===== config.mk =====
export PLATFORM = sky130hd
export DESIGN_NAME = ct_f_spsram_2048x144_ctrl_flat
export DESIGN_NICKNAME = d
export VERILOG_FILES = /design/src/rtl/ct_f_spsram_2048x144_ctrl_pkg.sv /design/src/rtl/ct_f_spsram_2048x144_ctrl_if.sv /design/src/rtl/ct_f_spsram_2048x144_ctrl_rsp_fifo.sv /design/src/rtl/ct_f_spsram_2048x144_ctrl.sv /design/src/flat_wrapper.sv
export SDC_FILE = /design/constraint.sdc
export NUM_CORES = 1
export LEC_CHECK = 0
export ABC_AREA = 1
export BUFFER_PORTS_ARGS = -buffer_cell sky130_fd_sc_hd__buf_2
export CAP_MARGIN = 15
export CORE_AREA = 4 4 349 351
export DETAILED_ROUTE_END_ITERATION = 10
export DIE_AREA = 0 0 353 355
export SYNTH_ARGS = -nofsm -noshare
export SYNTH_HDL_FRONTEND = slang
export SYNTH_HIERARCHICAL = 1
export SYNTH_SLANG_ARGS = --single-unit

===== constraint.sdc =====
create_clock -name CLK -period 22 [get_ports CLK]
set_input_delay 1.1 -clock CLK [delete_from_list [all_inputs] [get_ports CLK]]
set_output_delay 1.1 -clock CLK [all_outputs]
set_load 0.02 [all_outputs]

===== src/rtl/ct_f_spsram_2048x144_ctrl_pkg.sv =====
// Shared state type and idle pin levels for the 2048x144 single-port SRAM
// request controller.
package ct_f_spsram_ctrl_pkg;

  typedef enum logic {
    ST_INIT = 1'b0,
    ST_RUN  = 1'b1
  } state_t;

  // Macro pins are active low, so "idle" means every strobe held high.
  localparam logic CEN_IDLE     = 1'b1;
  localparam logic GWEN_IDLE    = 1'b1;
  localparam logic WEN_IDLE_BIT = 1'b1;

endpackage


===== src/rtl/ct_f_spsram_2048x144_ctrl_if.sv =====
// Request/response stream between a client and the SRAM controller.
interface ct_f_spsram_2048x144_ctrl_if #(
  parameter int ADDR_WIDTH = 11,
  parameter int DATA_WIDTH = 144
);

  logic                  req_vld;
  logic                  req_rdy;
  logic                  req_wr;
  logic [ADDR_WIDTH-1:0] req_addr;
  logic [DATA_WIDTH-1:0] req_wdata;
  logic [DATA_WIDTH-1:0] req_wmask;
  logic                  rsp_vld;
  logic                  rsp_rdy;
  logic [DATA_WIDTH-1:0] rsp_rdata;

  modport master (
    output req_vld, req_wr, req_addr, req_wdata, req_wmask, rsp_rdy,
    input  req_rdy, rsp_vld, rsp_rdata
  );

  modport slave (
    input  req_vld, req_wr, req_addr, req_wdata, req_wmask, rsp_rdy,
    output req_rdy, rsp_vld, rsp_rdata
  );

endinterface


===== src/rtl/ct_f_spsram_2048x144_ctrl_rsp_fifo.sv =====
// Small synchronous response FIFO; head entry is presented combinationally
// and stays stable until popped.
module ct_f_spsram_rsp_fifo #(
  parameter int DATA_WIDTH = 144,
  parameter int RSP_DEPTH  = 2,
  localparam int CW        = $clog2(RSP_DEPTH + 1)
) (
  input  logic                  CLK,
  input  logic                  RST,
  input  logic                  push,
  input  logic                  pop,
  input  logic [DATA_WIDTH-1:0] push_data,
  output logic [DATA_WIDTH-1:0] head_data,
  output logic [CW-1:0]         count
);

  localparam int PW = $clog2(RSP_DEPTH);

  logic [DATA_WIDTH-1:0] mem [RSP_DEPTH];
  logic [PW-1:0]         wr_ptr;
  logic [PW-1:0]         rd_ptr;

  function automatic logic [PW-1:0] ptr_next(input logic [PW-1:0] p);
    return (p == PW'(RSP_DEPTH - 1)) ? '0 : p + PW'(1);
  endfunction

  // Storage is cleared on reset so an empty FIFO presents zero data.
  always_ff @(posedge CLK or posedge RST) begin
    if (RST) begin
      wr_ptr <= '0;
      rd_ptr <= '0;
      count  <= '0;
      for (int i = 0; i < RSP_DEPTH; i++) mem[i] <= '0;
    end else begin
      if (push) begin
        mem[wr_ptr] <= push_data;
        wr_ptr      <= ptr_next(wr_ptr);
      end
      if (pop) rd_ptr <= ptr_next(rd_ptr);
      if (push && !pop)      count <= count + CW'(1);
      else if (pop && !push) count <= count - CW'(1);
    end
  end

  assign head_data = mem[rd_ptr];

  // The upstream credit rule must keep these from ever firing.
  always @(posedge CLK) begin
    if (!RST) begin
      assert (!(push && !pop && count == CW'(RSP_DEPTH)));
      assert (!(pop && count == '0));
    end
  end

endmodule


===== src/rtl/ct_f_spsram_2048x144_ctrl.sv =====
// Request-side controller for the 2048x144 single-port SRAM macro: zero-fill
// sweep after reset, then reads and masked writes with credit-limited responses.
module ct_f_spsram_2048x144_ctrl #(
  parameter int ADDR_WIDTH = 11,
  parameter int DATA_WIDTH = 144,
  parameter int RSP_DEPTH  = 2,
  parameter int INIT_EN    = 1
) (
  input  logic                  CLK,
  input  logic                  RST,
  ct_f_spsram_2048x144_ctrl_if.slave bus,
  output logic                  init_done,
  output logic [ADDR_WIDTH-1:0] sram_A,
  output logic                  sram_CEN,
  output logic                  sram_GWEN,
  output logic [DATA_WIDTH-1:0] sram_WEN,
  output logic [DATA_WIDTH-1:0] sram_D,
  input  logic [DATA_WIDTH-1:0] sram_Q
);

  import ct_f_spsram_ctrl_pkg::*;

  localparam int            CW        = $clog2(RSP_DEPTH + 1);
  localparam logic [CW:0]   DEPTH_C   = (CW + 1)'(RSP_DEPTH);
  localparam state_t        RST_STATE = (INIT_EN != 0) ? ST_INIT : ST_RUN;

  state_t                state;
  logic [ADDR_WIDTH-1:0] init_cnt;
  logic                  rd_pend;
  logic [CW-1:0]         fifo_count;
  logic [CW:0]           occ;
  logic                  sweep;
  logic                  run;
  logic                  rsp_pop;
  logic                  acc;
  logic                  rd_acc;
  logic                  wr_acc;

  // Gating with RST keeps the pins idle and req_rdy low while reset is held.
  assign sweep   = (state == ST_INIT) && !RST;
  assign run     = (state == ST_RUN) && !RST;
  assign rsp_pop = bus.rsp_vld && bus.rsp_rdy;

  // Occupancy counts the read already in the macro, so credit never overruns.
  assign occ         = {1'b0, fifo_count} + (CW + 1)'(rd_pend) - (CW + 1)'(rsp_pop);
  assign bus.req_rdy = run && (bus.req_wr || occ < DEPTH_C);
  assign acc         = bus.req_vld && bus.req_rdy;
  assign rd_acc      = acc && !bus.req_wr;
  assign wr_acc      = acc && bus.req_wr && (|bus.req_wmask);
  assign bus.rsp_vld = fifo_count != '0;
  assign init_done   = (state == ST_RUN);

  always_ff @(posedge CLK or posedge RST) begin
    if (RST) begin
      state    <= RST_STATE;
      init_cnt <= '0;
      rd_pend  <= 1'b0;
    end else begin
      rd_pend <= rd_acc;
      if (state == ST_INIT) begin
        init_cnt <= init_cnt + ADDR_WIDTH'(1);
        if (&init_cnt) state <= ST_RUN;
      end
    end
  end

  always_comb begin
    sram_CEN  = CEN_IDLE;
    sram_GWEN = GWEN_IDLE;
    sram_WEN  = {DATA_WIDTH{WEN_IDLE_BIT}};
    sram_D    = '0;
    sram_A    = '0;
    if (sweep) begin
      sram_CEN  = 1'b0;
      sram_GWEN = 1'b0;
      sram_WEN  = '0;
      sram_A    = init_cnt;
    end else if (rd_acc) begin
      sram_CEN = 1'b0;
      sram_A   = bus.req_addr;
    end else if (wr_acc) begin
      sram_CEN  = 1'b0;
      sram_GWEN = 1'b0;
      sram_WEN  = ~bus.req_wmask;
      sram_D    = bus.req_wdata;
      sram_A    = bus.req_addr;
    end
  end

  ct_f_spsram_rsp_fifo #(
    .DATA_WIDTH(DATA_WIDTH),
    .RSP_DEPTH (RSP_DEPTH)
  ) u_rsp_fifo (
    .CLK      (CLK),
    .RST      (RST),
    .push     (rd_pend),
    .pop      (rsp_pop),
    .push_data(sram_Q),
    .head_data(bus.rsp_rdata),
    .count    (fifo_count)
  );

endmodule


===== src/flat_wrapper.sv =====
// flat-port wrapper written by rule: the top's interface ports become plain ports
module ct_f_spsram_2048x144_ctrl_flat import ct_f_spsram_ctrl_pkg::*;
#(
  parameter int ADDR_WIDTH = 11,
  parameter int DATA_WIDTH = 144,
  parameter int RSP_DEPTH  = 2,
  parameter int INIT_EN    = 1
)
  (CLK, RST, init_done, sram_A, sram_CEN, sram_GWEN, sram_WEN, sram_D, sram_Q, bus_req_vld, bus_req_wr, bus_req_addr, bus_req_wdata, bus_req_wmask, bus_rsp_rdy, bus_req_rdy, bus_rsp_vld, bus_rsp_rdata);
  ct_f_spsram_2048x144_ctrl_if #(.ADDR_WIDTH(ADDR_WIDTH), .DATA_WIDTH(DATA_WIDTH)) bus_i ();
  input  logic CLK;
  input  logic RST;
  output logic init_done;
  output logic [ADDR_WIDTH-1:0] sram_A;
  output logic sram_CEN;
  output logic sram_GWEN;
  output logic [DATA_WIDTH-1:0] sram_WEN;
  output logic [DATA_WIDTH-1:0] sram_D;
  input  logic [DATA_WIDTH-1:0] sram_Q;
  input wire logic [$bits(bus_i.req_vld)-1:0] bus_req_vld;
  input wire logic [$bits(bus_i.req_wr)-1:0] bus_req_wr;
  input wire logic [$bits(bus_i.req_addr)-1:0] bus_req_addr;
  input wire logic [$bits(bus_i.req_wdata)-1:0] bus_req_wdata;
  input wire logic [$bits(bus_i.req_wmask)-1:0] bus_req_wmask;
  input wire logic [$bits(bus_i.rsp_rdy)-1:0] bus_rsp_rdy;
  output wire logic [$bits(bus_i.req_rdy)-1:0] bus_req_rdy;
  output wire logic [$bits(bus_i.rsp_vld)-1:0] bus_rsp_vld;
  output wire logic [$bits(bus_i.rsp_rdata)-1:0] bus_rsp_rdata;
  assign bus_i.req_vld = bus_req_vld;
  assign bus_i.req_wr = bus_req_wr;
  assign bus_i.req_addr = bus_req_addr;
  assign bus_i.req_wdata = bus_req_wdata;
  assign bus_i.req_wmask = bus_req_wmask;
  assign bus_i.rsp_rdy = bus_rsp_rdy;
  assign bus_req_rdy = bus_i.req_rdy;
  assign bus_rsp_vld = bus_i.rsp_vld;
  assign bus_rsp_rdata = bus_i.rsp_rdata;
  ct_f_spsram_2048x144_ctrl #(.ADDR_WIDTH(ADDR_WIDTH), .DATA_WIDTH(DATA_WIDTH), .RSP_DEPTH(RSP_DEPTH), .INIT_EN(INIT_EN)) u_core (.CLK(CLK), .RST(RST), .bus(bus_i), .init_done(init_done), .sram_A(sram_A), .sram_CEN(sram_CEN), .sram_GWEN(sram_GWEN), .sram_WEN(sram_WEN), .sram_D(sram_D), .sram_Q(sram_Q));
endmodule

==> results of run 1 <==
-- synthesized netlist by cell type --
cell type and number:
a21oi_1 1, buf_2 40, buf_4 27, buf_6 25
clkbuf_1 38, dfrtp_1 305, fa_1 1, ha_1 3
inv_1 334, inv_2 3, mux2_2 144, nand2_1 526
nand2_2 1, nand2_4 1, nand3_1 30, nand3b_1 1
nand4_1 12, nor2_1 225, nor2_2 1, nor3_1 6
o21a_1 1, o21ai_0 148, o21ai_1 70, o21ai_2 70
o31ai_1 1, or2_1 1, or2_2 119, xnor2_1 8
xor2_1 4
-- routing by layer --
layer	share of wire	wire, um	vias up
met5	0.0017	179	-
met4	0.067	7220	26
met3	0.095	10200	172
met2	0.45	48300	839
met1	0.39	41700	8219
li1	-	-	8199
-- power groups by stage --
stage / Sequential, mW / Combinational [mW] / Clock [mW]
2_1_floorplan: 0.571 / 0.0740 / 0
3_3_place_gp: 0.571 / 0.196 / 0
4_1_cts: 0.561 / 0.197 / 0.619
6_report: 0.561 / 0.196 / 0.589
5_1_grt: 0.561 / 0.207 / 0.639
3_5_place_dp: 0.571 / 0.196 / 0
-- how the worst max path moves through the flow --
| stage | start | to | slack [ns] | cells past startpoint |
|---|---|---|---|---|
| after CTS | bus_rsp_rdy | sram_WEN[125] | 15.93 | 15 |
| after floorplan | RST | u_core/u_rsp_fifo/count[0] | 12.84 | 1 |
| after global placement | bus_rsp_rdy | sram_WEN[84] | 16.03 | 15 |
| final | bus_req_wmask[121] | sram_D[54] | 16.25 | 13 |
| after detailed placement | bus_rsp_rdy | sram_WEN[125] | 15.95 | 15 |
| after global routing | bus_rsp_rdy | sram_WEN[34] | 15.99 | 16 |
-- layout by cell type, fill, tap and decap left out, types with 2 or more instances in the layout --
cell        instances
clkinvlp_4          2
nand4_1            12
or2_2             119
ha_1                3
nand3_1            30
nand2_1           525
mux2_2            144
buf_2             895
bufinv_16           2
dfrtp_1           304
inv_1             333
clkbuf_1            8
diode_2            13
o21ai_0           148
inv_2               3
clkinv_2            4
nor2_1            224
nand2_4             3
xor2_1              4
o21ai_2            70
inv_6               2
buf_4              12
o21ai_1            70
clkbuf_8            7
clkbuf_16          35
nor3_1              6
xnor2_1             8
-- worst max-delay path: stages --
cell and delay, ns:
buf_2 0.10, inv_1 0.38, nand2_1 0.10, nor3_1 0.14, nand2_1 0.08, nor2_1 0.09
nand2_1 0.20, nor2_1 0.16, nand2_1 0.33, nand2_4 0.52, buf_4 0.88, nor2_1 0.22
buf_2 0.25
-- sequential cells by signal (all words and copies together), names as in the netlist --
signal and count:
u_core/init_cnt 11, u_core/u_rsp_fifo/wr_ptr 1, u_core/u_rsp_fifo/rd_ptr 1, u_core/init_done 1
u_core/rd_pend 1, u_core/u_rsp_fifo/count 2, u_core/u_rsp_fifo/mem 288
-- cell type report --
| type | count | share of cell area |
|---|---|---|
| Multi-Input combinational cell | 1374 | 0.307 |
| Tap cell | 1548 | 0.0806 |
| Timing Repair Buffer | 909 | 0.192 |
| Clock inverter | 12 | 0.00661 |
| Sequential cell | 305 | 0.318 |
| Inverter | 337 | 0.0529 |
| Clock buffer | 50 | 0.0417 |
| Antenna cell | 13 | 0.00135 |
-- cell families (layout without fill, tap and decap cells) --
| group | count (synthesis) | count (layout) | share of synthesized area |
|---|---|---|---|
| AND/OR/NAND/NOR | 923 | 923 | 0.226 |
| buffers and inverters | 467 | 1308 | 0.122 |
| flip-flops | 305 | 305 | 0.447 |
| AO/OA/AOI/OAI | 291 | 291 | 0.101 |
| multiplexers | 144 | 144 | 0.0949 |
| XOR/XNOR | 12 | 12 | 0.00615 |
| adder cells (fa/ha/maj) | 4 | 4 | 0.00337 |
| other | 0 | 13 | 0 |
-- stage by stage --
| step | utilization | setup slack, ns | hold WS, ns | instance area (sq um) | std cells |
|---|---|---|---|---|---|
| CTS | 0.202 | 15.93 | 0.480 | 24000 | 4534 |
| detailed placement | 0.192 | 15.95 | 0.465 | 22800 | 4472 |
| floorplan | - | 12.84 | 0.448 | 17100 | 2146 |
| global route | 0.202 | 15.99 | 0.494 | 24000 | 4537 |
| finish | 0.202 | 16.25 | 0.477 | 24000 | 4548 |
| global placement | 0.192 | 16.03 | 0.460 | 22800 | 4472 |
==> impl_metrics.sql, run 1 <==
INSERT INTO impl_metrics (metric_group, metric, value, unit) VALUES
('place', 'gp_congestion', '1.02', ''),
('detailed_routing', 'drt_wl_total', '108', 'mm'),
('cts', 'max_clock_buf_depth', '3', ''),
('grt', 'busiest_layer', 'met2', ''),
('detailed_routing', 'detail_route.first_pass.iterations', '6', ''),
('setup_path', 'critical_path_data_arrival_time', '4.65', 'ns'),
('grt', 'grtUsageMet3', '0.0608', ''),
('run', 'maxCapViolCount', '0', ''),
('logic_synthesis', 'post_synth_inst_count', '2146', ''),
('cells_and_area', 'drive_gt1_frac', '0.438', ''),
('power', 'comb_power_share', '0.146', ''),
('die', 'dieArea', '0.125', 'sq mm'),
('cts', 'htree_num_levels', '2', ''),
('setup_path', 'r2r_slack', '18.80', 'ns'),
('sta', 'hold_viol_final', '0', ''),
('detailed_routing', 'drt_iter0_drc', '1674', ''),
('die', 'fp.dieW', '353', 'um'),
('cts', 'cts.clk_slew.worst_paths', '0.06', 'ns'),
('detailed_routing', 'wire_per_inst', '23.7', 'um'),
('place', 'place.detailed.hpwl', '92.0', 'mm'),
('power', 'clkPwrFrac', '0.438', ''),
('logic_synthesis', 'netlist.area_leader.share', '0.447', ''),
('worst_hold_path', 'min_from', 'u_core/u_rsp_fifo/mem[168]', ''),
('power', 'pwr_density_cell', '56.0', 'mW/mm^2'),
('sta', 'timing.final.setup_violations', '0', ''),
('worst_hold_path', 'timing.hold.worst_path_depth', '2', ''),
('cts', 'numCtsBuffers', '35', ''),
('logic_synthesis', 'synth_sequential_area_ratio', '0.447', ''),
('die', 'ios', '896', ''),
('cells_and_area', 'multi_input_area', '0.00739', 'sq mm'),
('logic_synthesis', 'synth_cell_types', '29', ''),
('cts', 'post-cts-setup-buffer-count', '0', ''),
('grt', 'grt.met1_usage', '0.190', ''),
('logic_synthesis', 'synth_net_count', '2598', ''),
('sta', 'worst_slew_margin_rel', '0.271', ''),
('cells_and_area', 'final_nets', '3414', ''),
('sta', 'max_slew.worst_pin.slew', '1.09', 'ns'),
('cells_and_area', 'syn_to_final_growth', '40.7', '%'),
('setup_path', 'worst-setup-path-type', 'input pin to output port', ''),
('sta', 'final.setup.tns', '0', 'ns'),
('logic_synthesis', 'synth_top_area_cell', 'dfrtp_1', ''),
('power', 'cellInternalPower', '963', 'uW'),
('setup_path', 'setup.worst_path.start_class', 'input pin', ''),
('grt', 'grt_overflow_total', '0', ''),
('detailed_routing', 'routed_via_density', '3.84', ''),
('die', 'coreArea', '0.119', 'sq mm'),
('status', 'status', 'finished, final reports clean', ''),
('detailed_routing', 'antenna_violating_nets_post_route', '0', ''),
('grt', 'grt_pass1_wl', '144', 'mm'),
('power', 'vdd.ir_drop.worst', '0.0410', 'mV'),
('logic_synthesis', 'synth_seq_cells', '305', ''),
('setup_path', 'crit_path_max_fanout', '105', ''),
('power', 'p_total', '1.35', 'mW'),
('grt', 'grt_start_max_net_pins', '167', ''),
('die', 'die_height', '355', 'um'),
('grt', 'antenna_violations_before_repair', '33', ''),
('sta', 'report.final.slew_viol_count', '0', ''),
('cts', 'clock_tree_from_tritoncts', 'built', ''),
('grt', 'grt_pass1_vias', '17400', ''),
('logic_synthesis', 'synth-warning-count', '6', ''),
('cells_and_area', 'fillers', '13500', ''),
('cts', 'cts_hold_repair.buffers', '0', ''),
('grt', 'grt_use_met2', '0.258', ''),
('setup_path', 'end_kind', 'output port', ''),
('sta', 'min_period', '5.75', 'ns'),
('cts', 'cts_num_sinks', '305', ''),
('setup_path', 'timing.rr.start', 'u_core/rd_pend', ''),
('die', 'rows', '127', ''),
('power', 'switching_share_of_power', '0.285', ''),
('cells_and_area', 'final-seq-area', '0.00764', 'sq mm'),
('sta', 'min_period_over_period', '0.262', '');
Note: power is estimated with default switching activity, not from simulation.
==> run 2, diff against run 1 <==
--- a/config.mk
+++ b/config.mk
@@ -5,12 +5,12 @@
 export SDC_FILE = /design/constraint.sdc
 export NUM_CORES = 1
 export LEC_CHECK = 0
-export ABC_AREA = 1
+export ABC_AREA = 0
 export BUFFER_PORTS_ARGS = -buffer_cell sky130_fd_sc_hd__buf_2
 export CAP_MARGIN = 15
-export CORE_AREA = 4 4 349 351
+export CORE_AREA = 4 4 348 350
 export DETAILED_ROUTE_END_ITERATION = 10
-export DIE_AREA = 0 0 353 355
+export DIE_AREA = 0 0 352 354
 export SYNTH_ARGS = -nofsm -noshare
 export SYNTH_HDL_FRONTEND = slang
 export SYNTH_HIERARCHICAL = 1
==> constraint.sdc (replaced) <==
create_clock -name CLK -period 4.8 [get_ports CLK]
set_input_delay 0.24 -clock CLK [delete_from_list [all_inputs] [get_ports CLK]]
set_output_delay 0.24 -clock CLK [all_outputs]
set_load 0.02 [all_outputs]
==> impl_metrics.sql, run 2 <==
INSERT INTO impl_metrics (metric_group, metric, value, unit) VALUES
('grt', 'grt_pass1_wl', '152', 'mm'),
('cells_and_area', 'reg.largest.list', 'u_core/u_rsp_fifo/mem (288), u_core/init_cnt (11), u_core/u_rsp_fifo/count (2)', ''),
('grt', 'grt_start_max_net_pins', '144', ''),
('cts', 'clock_tree_from_tritoncts', 'built', ''),
('status', 'status', 'finished, final reports clean', ''),
('logic_synthesis', 'synth_top_cells_by_count', 'mux2_2 (320), dfrtp_1 (305), a21oi_1 (155), and2_1 (145), mux2_1 (113)', ''),
('cells_and_area', 'final_cell_mix', 'buf_2 (895), mux2_2 (320), dfrtp_1 (304), a21oi_1 (155), dlygate4sd3_1 (146)', ''),
('sta', 'hold_viol_final', '0', ''),
('logic_synthesis', 'synth_cell_types', '34', ''),
('logic_synthesis', 'yosys_most_used_dff', 'dfrtp_1', ''),
('die', 'die_height', '354', 'um'),
('sta', 'maxClockFrequency', '239', 'MHz'),
('sta', 'worst_slew_margin_rel', '0.308', ''),
('worst_hold_path', 'hold_path_class', 'input pin to asynchronous set/reset pin', ''),
('cells_and_area', 'final_nets', '2736', ''),
('detailed_routing', 'routed_via_density', '3.85', ''),
('sta', 'min_period', '4.19', 'ns'),
('cts', 'cts_hold_repair.buffers', '146', ''),
('logic_synthesis', 'synth_area_per_cell', '12.1', 'sq um'),
('logic_synthesis', 'async_flop_share', '1.00', ''),
('die', 'ios', '896', ''),
('detailed_routing', 'drt_iter0_drc', '955', ''),
('logic_synthesis', 'synth-edff-count', '0', ''),
('detailed_routing', 'drt_wl_total', '118', 'mm'),
('sta', 'report.final.slew_viol_count', '0', ''),
('setup_path', 'crit_path_max_fanout', '23', ''),
('sta', 'unrepaired_setup_endpoints_after_global_routing', 'false', ''),
('logic_synthesis', 'syn-cell-area', '0.0157', 'sq mm'),
('cts', 'cts_num_sinks', '305', ''),
('detailed_routing', 'detail_route.first_pass.iterations', '7', ''),
('cells_and_area', 'commonest_non_fill_non_tap_cell_in_the_layout', 'buf_2', ''),
('place', 'numPortBuffers', '895', ''),
('setup_path', 'r2r_slack', '1.91', 'ns'),
('power', 'pwr_density_cell', '260', 'mW/mm^2'),
('sta', 'final.setup.tns', '0', 'ns'),
('place', 'placed_cell_area', '0.0218', 'sq mm'),
('power', 'vdd.ir_drop.worst', '0.175', 'mV'),
('place', 'gp_congestion', '1.05', ''),
('cts', 'clock_tree.root_cell', 'clkbuf_16', ''),
('cells_and_area', 'syn_to_final_growth', '58.2', '%'),
('logic_synthesis', 'synth_most_common_cell', 'mux2_2', ''),
('die', 'dieArea', '0.125', 'sq mm'),
('cells_and_area', 'register_name_with_the_most_flops', 'u_core/u_rsp_fifo/mem', ''),
('cts', 'worst_skew_pair.late_latency', '0.54', 'ns'),
('die', 'coreArea', '0.118', 'sq mm'),
('logic_synthesis', 'synth_top_area_cell', 'dfrtp_1', ''),
('die', 'initial_utilization', '0.133', ''),
('setup_path', 'end_kind', 'output port', ''),
('setup_path', 'setup.worst_path.start_class', 'register', ''),
('cells_and_area', 'finalInstanceArea', '0.0248', 'sq mm'),
('cells_and_area', 'fillers', '12900', ''),
('logic_synthesis', 'netlist.area_leader.share', '0.487', ''),
('setup_path', 'critical_path_data_arrival_time', '3.95', 'ns'),
('cts', 'htree_num_levels', '2', ''),
('logic_synthesis', 'synth_sequential_area_ratio', '0.487', ''),
('logic_synthesis', 'synth-warning-count', '6', ''),
('sta', 'worst_hold_slack', '0.450', 'ns'),
('logic_synthesis', 'netlist_top_cells_area', 'dfrtp_1 (49%), mux2_2 (23%), mux2_1 (8.1%)', ''),
('grt', 'grt_overflow_total', '0', ''),
('grt', 'grt_pass1_vias', '16000', ''),
('setup_path', 'critPathSlowestCell', 'or4b_2', ''),
('cells_and_area', 'drive_gt1_frac', '0.562', ''),
('grt', 'overall_track_demand_over_capacity_in_global_routing', '0.181', ''),
('sta', 'max_slew.worst_pin.slew', '1.04', 'ns'),
('cells_and_area', 'end_of_flow_core_utilization', '0.210', ''),
('logic_synthesis', 'synth_net_count', '1747', ''),
('grt', 'antenna_violations_before_repair', '123', ''),
('setup_path', 'crit_chain', 'inv_1 -> nand2_1 -> and2_1 -> ha_1 -> nor2b_1 -> fa_1 -> or4b_2 -> nand2_1 -> nor4_1 -> a311oi_1 -> buf_2', ''),
('run', 'maxCapViolCount', '0', ''),
('setup_path', 'timing.critical_path.slowest_cell_delay', '0.91', 'ns'),
('setup_path', 'worst_path_most_repeated_cell', 'nand2_1', ''),
('cts', 'post-cts-setup-buffer-count', '0', ''),
('detailed_routing', 'antenna_violating_nets_post_route', '0', ''),
('sta', 'timing.clock.skew', '0.0166', 'ns'),
('cts', 'cts.clk_slew.worst_paths', '0.06', 'ns'),
('die', 'fp.dieW', '352', 'um'),
('detailed_routing', 'route.detailed.drc', '0', ''),
('cts', 'max_clock_buf_depth', '3', ''),
('cts', 'quantity_of_gates_resized_following_cts', '0', ''),
('power', 'power_leakage', '12.5', 'nW'),
('detailed_routing', 'wire_per_inst', '29.7', 'um'),
('sta', 'min_period_over_period', '0.873', ''),
('cts', 'numCtsBuffers', '36', ''),
('setup_path', 'worst-setup-path-type', 'register to output port', ''),
('place', 'place.detailed.hpwl', '102', 'mm'),
('cells_and_area', 'largest_register_ff_count', '288', ''),
('die', 'rows', '126', ''),
('logic_synthesis', 'synth_seq_cells', '305', ''),
('setup_path', 'cp.required', '4.56', 'ns'),
('logic_synthesis', 'post_synth_inst_count', '1295', ''),
('detailed_routing', 'route.vias.total', '15200', ''),
('sta', 'timing.final.setup_violations', '0', '');
-- run 2: worst paths after layout --
kind / start / endpoint / cells after the start
max in group asynchronous: RST / u_core/u_rsp_fifo/mem[84] / 4
max reg2reg: u_core/u_rsp_fifo/count[1] / u_core/rd_pend / 8
max: u_core/u_rsp_fifo/count[1] / sram_A[0] / 11
min in group CLK: bus_req_wr / u_core/rd_pend / 3
min: RST / u_core/init_cnt[7] / 3
min reg2reg: u_core/u_rsp_fifo/mem[168] / u_core/u_rsp_fifo/mem[168] / 1
-- run 2: worst max-delay path, delay by kind of cell, from the launching register on --
kind	cells	cell delay, ns
buf+inv	2	0.39
simple gates	6	1.52
fa+ha+maj	2	0.74
flops	1	0.41
compound gates	1	0.34
-- run 2: cell families after synthesis --
family          Yosys count  synth area share
xor+xnor                 16           0.00895
fa+ha+maj                 4           0.00367
compound gates          169            0.0574
flops                   305             0.487
mux                     433             0.311
simple gates            253            0.0967
buf+inv                 115            0.0348
-- run 2: per-layer routing --
metal	wire length [um]	GRT usage	vias to the layer above
met5	395	0	-
li1	-	-	6757
met4	11100	0.145	60
met3	10400	0.0746	332
met1	30300	0.132	7331
met2	65300	0.357	740
-- run 2: report_power, final --
group	leakage, nW	switching (mW)	total [mW]	internal, mW
registers	3.91	0.0280	2.66	2.63
logic	8.01	0.584	0.906	0.323
clock network	0.611	1.11	2.88	1.76
-- run 2: final cells by class --
cell class | instances | area, sq um | share of cell area
well taps | 1536 | 1920 | 0.0776
diodes | 106 | 265 | 0.0107
inverters | 8 | 33.8 | 0.00136
clock inverters | 12 | 184 | 0.00742
repair buffers | 1058 | 6160 | 0.248
clock buffers | 52 | 1060 | 0.0429
flip-flops and latches | 305 | 7640 | 0.308
multi-input cells | 875 | 7510 | 0.303
-- run 2: metrics by stage --
stage / worst slack (ns) / total power, mW / std cells
after CTS: 0.525 / 6.58 / 3846
final: 0.610 / 6.44 / 3952
after floorplan: 0.685 / 2.93 / 1295
after global routing: 0.293 / 6.68 / 3918
after detailed placement: 1.15 / 3.53 / 3636
after global placement: 1.19 / 3.51 / 3636
